File: src/rtl/vx_csr_pending_tracker.sv
// Per-warp in-flight instruction tracker between issue and the CSR unit.
// Counts issued-but-uncommitted instructions per warp, answers alm_empty and holds FPU-CSR locks.
module vx_csr_pending_tracker #(
    parameter int NUM_WARPS   = 4,
    parameter int NUM_COMMITS = 2,
    parameter int CTR_WIDTH   = 6,
    parameter int NW_WIDTH    = (NUM_WARPS > 1) ? $clog2(NUM_WARPS) : 1
) (
    input  logic                            clk,
    input  logic                            reset,
    input  logic                            issue_fire,
    input  logic [NW_WIDTH-1:0]             issue_wid,
    input  logic                            issue_sop,
    input  logic                            issue_lock,
    input  logic [NUM_COMMITS-1:0]          commit_fire,
    input  logic [NUM_COMMITS*NW_WIDTH-1:0] commit_wid,
    input  logic [NUM_COMMITS-1:0]          commit_eop,
    input  logic [NW_WIDTH-1:0]             alm_empty_wid,
    output logic                            alm_empty,
    input  logic                            unlock_warp,
    input  logic [NW_WIDTH-1:0]             unlock_wid,
    output logic [NUM_WARPS-1:0]            warp_locked,
    output logic [NUM_WARPS-1:0]            warp_empty,
    output logic                            overflow_err,
    output logic                            underflow_err
);

    localparam int DEC_WIDTH = (NUM_COMMITS > 0) ? $clog2(NUM_COMMITS + 1) : 1;
    localparam int SUM_WIDTH = CTR_WIDTH + 2;
    localparam logic [CTR_WIDTH-1:0] CTR_MAX = {CTR_WIDTH{1'b1}};

    typedef struct packed {
        logic                 ovf;
        logic                 unf;
        logic [CTR_WIDTH-1:0] val;
    } sat_result_t;

    // Net one cycle of increments/decrements, clamping into [0, CTR_MAX].
    function automatic sat_result_t sat_step(
        input logic [CTR_WIDTH-1:0] cur,
        input logic                 inc,
        input logic [DEC_WIDTH-1:0] dec
    );
        sat_result_t          res;
        logic [SUM_WIDTH-1:0] up;
        logic [SUM_WIDTH-1:0] down;
        logic [SUM_WIDTH-1:0] diff;
        up   = SUM_WIDTH'(cur) + SUM_WIDTH'(inc);
        down = SUM_WIDTH'(dec);
        diff = up - down;
        res  = '0;
        if (down > up) begin
            res.unf = 1'b1;
            res.val = {CTR_WIDTH{1'b0}};
        end else if (diff > SUM_WIDTH'(CTR_MAX)) begin
            res.ovf = 1'b1;
            res.val = CTR_MAX;
        end else begin
            res.val = CTR_WIDTH'(diff);
        end
        return res;
    endfunction

    logic [CTR_WIDTH-1:0] count_q [NUM_WARPS];
    logic [CTR_WIDTH-1:0] count_d [NUM_WARPS];
    logic [NUM_WARPS-1:0] warp_locked_q, warp_locked_d;
    logic [NUM_WARPS-1:0] warp_empty_q, warp_empty_d;
    logic                 overflow_err_q, overflow_err_d;
    logic                 underflow_err_q, underflow_err_d;

    logic [NUM_WARPS-1:0] inc_s;
    logic [DEC_WIDTH-1:0] dec_s [NUM_WARPS];
    logic [NUM_WARPS-1:0] lock_set_s, lock_clr_s;
    logic                 alm_empty_s;

    // Per-warp issue/commit decode and lock set/clear masks.
    always_comb begin
        for (int w = 0; w < NUM_WARPS; w++) begin
            inc_s[w]      = issue_fire & issue_sop & (issue_wid == NW_WIDTH'(w));
            lock_set_s[w] = issue_fire & issue_lock & (issue_wid == NW_WIDTH'(w));
            lock_clr_s[w] = unlock_warp & (unlock_wid == NW_WIDTH'(w));
            dec_s[w]      = {DEC_WIDTH{1'b0}};
            for (int p = 0; p < NUM_COMMITS; p++) begin
                dec_s[w] = dec_s[w] + DEC_WIDTH'(commit_fire[p] & commit_eop[p]
                           & (commit_wid[p*NW_WIDTH +: NW_WIDTH] == NW_WIDTH'(w)));
            end
        end
    end

    // Next-state for counters, empty mask, lock mask and sticky error flags.
    always_comb begin
        sat_result_t res;
        res             = '0;
        overflow_err_d  = overflow_err_q;
        underflow_err_d = underflow_err_q;
        for (int w = 0; w < NUM_WARPS; w++) begin
            res             = sat_step(count_q[w], inc_s[w], dec_s[w]);
            count_d[w]      = res.val;
            warp_empty_d[w] = (res.val == {CTR_WIDTH{1'b0}});
            overflow_err_d  = overflow_err_d | res.ovf;
            underflow_err_d = underflow_err_d | res.unf;
        end
        // A lock issued in the same cycle as an unlock belongs to a newer instruction.
        warp_locked_d = lock_set_s | (warp_locked_q & ~lock_clr_s);
    end

    // alm_empty looks at registered counts; a query outside the warp range matches nothing.
    always_comb begin
        alm_empty_s = 1'b0;
        for (int w = 0; w < NUM_WARPS; w++) begin
            alm_empty_s = alm_empty_s
                        | ((alm_empty_wid == NW_WIDTH'(w)) & (count_q[w] == CTR_WIDTH'(1)));
        end
    end

    // State registers with synchronous reset.
    always_ff @(posedge clk) begin
        if (reset) begin
            for (int w = 0; w < NUM_WARPS; w++) begin
                count_q[w] <= {CTR_WIDTH{1'b0}};
            end
            warp_locked_q   <= {NUM_WARPS{1'b0}};
            warp_empty_q    <= {NUM_WARPS{1'b1}};
            overflow_err_q  <= 1'b0;
            underflow_err_q <= 1'b0;
        end else begin
            for (int w = 0; w < NUM_WARPS; w++) begin
                count_q[w] <= count_d[w];
            end
            warp_locked_q   <= warp_locked_d;
            warp_empty_q    <= warp_empty_d;
            overflow_err_q  <= overflow_err_d;
            underflow_err_q <= underflow_err_d;
        end
    end

    assign alm_empty     = alm_empty_s;
    assign warp_locked   = warp_locked_q;
    assign warp_empty    = warp_empty_q;
    assign overflow_err  = overflow_err_q;
    assign underflow_err = underflow_err_q;

endmodule

File: config.mk
export PLATFORM = sky130hd
export DESIGN_NAME = vx_csr_pending_tracker
export DESIGN_NICKNAME = d
export VERILOG_FILES = /design/src/rtl/vx_csr_pending_tracker.sv
export SDC_FILE = /design/constraint.sdc
export NUM_CORES = 1
export LEC_CHECK = 0
export ABC_AREA = 1
export CORE_MARGIN = 1.5
export CORE_UTILIZATION = 47
export DETAILED_ROUTE_END_ITERATION = 8
export PLACE_DENSITY = 0.69
export SYNTH_ARGS = -nofsm -noshare
export SYNTH_HDL_FRONTEND = slang
export SYNTH_SLANG_ARGS = --single-unit
File: constraint.sdc
create_clock -name clk -period 2.85 [get_ports clk]
set_input_delay 0.57 -clock clk [delete_from_list [all_inputs] [get_ports clk]]
set_output_delay 0.57 -clock clk [all_outputs]
set_load 0.03 [all_outputs]
==> run summary <==
run status -> complete, no violations
initial antenna violation count -> 0
adder-cell area share of the yosys netlist -> 12.6%
Placement Setup Slack -> -0.640 ns
Syn Nets -> 432
mapped cell area -> 0.00262 mm²
Startpoint Class -> primary input
vias in the first global route -> 2,791
sequential fraction of the synthesis area -> 26.0%
Nets -> 542
Worst-Margin Slew -> 0.555 ns
post-route ant nets -> 0
Net Switching -> 1.68 mW
post-synth cell types -> 35
CTS clk-pin slew, worst paths -> 0.08 ns
Clock Path Buffers -> 2
Net Sw Frac -> 44.0%
Pleak -> 1.95 nW
dpl cells -> 556
clock skew -> 0.00982 ns
drt pass-1 iters -> 4
Reg-to-Reg End -> warp_empty[2]
setup ws final -> 0.0963 ns
power density over cell area -> 942 mW/mm²
Crit Path Category -> in -> reg
Synth Area in Simple Gates -> 37.0%
total track usage -> 25.3%
CTS Hold Bufs -> 0
GR peak layer -> met2
routing usage on met2 -> 46.4%
DR vias/cell -> 5.03
clk root buf -> clkbuf_8
sum of buffers and inverters on the critical path -> 6
critical path, cell by cell -> clkdlybuf4s50_1, inv_1, nor3_2, buf_4, ha_4, ha_4, inv_2, fa_2, a21oi_4, buf_6, buf_4, nand2_1, nand2_1, nand4_1, nand2_2, nand3_1, o21ai_1
Layout Cells excl Fill -> 571
Syn. warnings -> 0
Cells after Synth -> 388
FF-to-FF path depth -> 16
wirelength, routed -> 7.53 mm
average wire per standard cell -> 13.2 µm
crit path time final -> 2.75 ns
clock group share of total power -> 14.4%
row count -> 27
count of pins over their slew limit -> 0
core area -> 0.00544 mm²
Pint -> 2.13 mW
layout cells sized above 1 -> 37.5%
total gr overflow -> 0
n_diodes -> 0
Worst Hold Class -> reg -> reg
critical path's top delay family -> buffers and inverters
r2r startpoint -> count_q[2][0]
H-tree depth -> 2
final worst-path cycle share -> 96.6%
CTS Sinks -> 34
crit path DAT -> 2.98 ns
synthesized area per cell -> 6.75 µm²
M3 GR Usage -> 4.47%
DR vias -> 2,873
FF-to-FF setup slack -> 0.56 ns
Seq pwr share -> 22.5%
die height -> 77.7 µm
first-pass GRT wire length -> 12.1 mm
met1 Track Usage GR -> 29.1%
area delta synth->final -> 54.2%
Worst slew margin -> 62.9%
hold path cells -> 2
hold path endpoint -> warp_locked[2]
worst vdd ir -> 0.595 mV
Compound-Gate Fraction of Synth Area -> 8.55%
HPWL Detailed -> 5.45 mm
largest net degree at the start of global routing -> 13
CTS Buf Count -> 5
xor/xnor share of the synthesized area -> 5.25%
Starting Density -> 48.2%
Die ar. -> 0.00603 mm²
port bufs -> 30
Ports -> 31
Final Hold Fails -> 0
Die X -> 77.7 µm
post-synthesis mux area share -> 0%
Final Setup Violations -> 0
Clock Latency Late Sink -> 0.29 ns
Comb pwr share -> 63.1%
Initial DRC Count -> 126
most common cell after layout, fill and taps aside -> nand2_1
most frequent cells in the layout -> nand2_1, buf_4, inv_1
critical path fanouts, max -> 2
RSZ-0062 raised after global routing -> true
#FFs+latches synth -> 34
highest clock rate -> 363 MHz
slowest stage delay, CP -> 0.42 ns
CP required -> 3.08 ns
largest family of logic cells by synthesized area -> simple AND/OR/NAND/NOR gates
Crit. End Element -> register
CTS tree -> yes
Max-cap violations -> 0
remaining routing DRC violations -> 0
gpl congestion -> 0.882
HP Start -> warp_locked[2]
CP max stage cell -> clkdlybuf4s50_1
[metal layers]
layer / vias up / part of all wire (%)
met5: - / 0
met3: 18 / 4.0
li1: 1459 / -
met1: 1327 / 42
met4: 0 / 2.2
met2: 69 / 52
[how the worst max path moves through the flow]
stage / start / end / slack (ns) / depth (start not counted)
after global routing: issue_wid[1] / warp_empty[2] / -0.06 / 20
final: commit_wid[2] / warp_empty[3] / 0.1 / 17
after global placement: issue_wid[1] / overflow_err / -0.61 / 16
after detailed placement: issue_fire / warp_empty[3] / -0.64 / 13
after CTS: commit_eop[1] / warp_empty[1] / 0.007 / 18
after floorplan: issue_wid[1] / warp_empty[3] / 0.17 / 12
[power groups by stage]
stage          Sequential [mW]  Combinational, mW  Clock, mW
6_report                 0.856               2.40      0.548
5_1_grt                  0.886               2.67      0.571
4_1_cts                  0.839               2.20      0.548
3_5_place_dp             0.849               2.08          0
3_3_place_gp             0.840               2.04          0
2_1_floorplan            0.894               1.21          0
[Yosys cell counts]
library cell	instances	area share (%)
a21boi_0	1	0.29
a21oi_1	13	2.5
a21oi_2	1	0.33
a31oi_1	2	0.48
a31oi_2	1	0.48
and3_1	1	0.24
buf_6	1	0.43
clkbuf_1	2	0.29
clkinv_1	1	0.14
dfxtp_1	34	26
fa_1	4	3.1
ha_1	20	9.6
inv_1	64	9.2
inv_2	4	0.57
nand2_1	96	14
nand2_2	11	2.6
nand3_1	17	3.2
nand3_2	6	2.3
nand4_1	10	2.4
nand4_2	1	0.48
nor2_1	31	4.4
nor2_2	8	1.9
nor2_4	2	0.86
nor3_1	15	2.9
nor3b_2	1	0.48
nor4_1	4	0.95
o21ai_0	9	1.7
o21ai_1	8	1.5
o21ai_2	2	0.67
o21bai_1	2	0.57
or2_1	1	0.24
or2_2	1	0.24
xnor2_1	3	1.0
xor2_1	9	3.0
xor2_2	2	1.2
[layout make-up]
class	count	area, µm²
Multi-Input combinational cell	282	1990
Fill cell	401	1400
Timing Repair Buffer	106	880
Sequential cell	34	681
Inverter	69	262
Tap cell	72	90.1
Clock buffer	5	68.8
Clock inverter	3	68.8
[kinds of logic (layout without fill, tap and decap cells)]
logic type,Yosys count,count (layout)
flops,34,34
simple gates,205,205
buf+inv,72,183
fa+ha+maj,24,24
compound gates,39,39
xor+xnor,14,14
[per-stage QoR]
stage | setup TNS (ns) | utilization (%) | instance area [µm²] | hold WS, ns | total power [mW]
after CTS | 0 | 69.5 | 3780 | 0.481 | 3.59
after global routing | -0.321 | 74.3 | 4040 | 0.521 | 4.13
after floorplan | 0 | - | 2620 | 0.603 | 2.11
final | 0 | 74.3 | 4040 | 0.476 | 3.81
after detailed placement | -13.34 | 64.5 | 3510 | 0.470 | 2.93
after global placement | -12.83 | 64.5 | 3510 | 0.468 | 2.88
[registers in the layout, summed over array words and instances (netlist names)]
name,cells
warp_empty,4
count_q,24
underflow_err,1
overflow_err,1
warp_locked,4
[repair_timing]
action	CTS	global route
pin swaps	15	38
resized for setup	43	54
setup buffers	4	4
endpoints found under the setup margin	25	26
[worst register-to-register path, delay by kind of cell, from the launching register on]
family,cells,cell delay (ns)
adder cells (fa/ha/maj),3,0.73
flip-flops,1,0.37
AND/OR/NAND/NOR,11,0.90
AO/OA/AOI/OAI,1,0.07
buffers and inverters,1,0.13
Power figures use the tool's default switching activity.
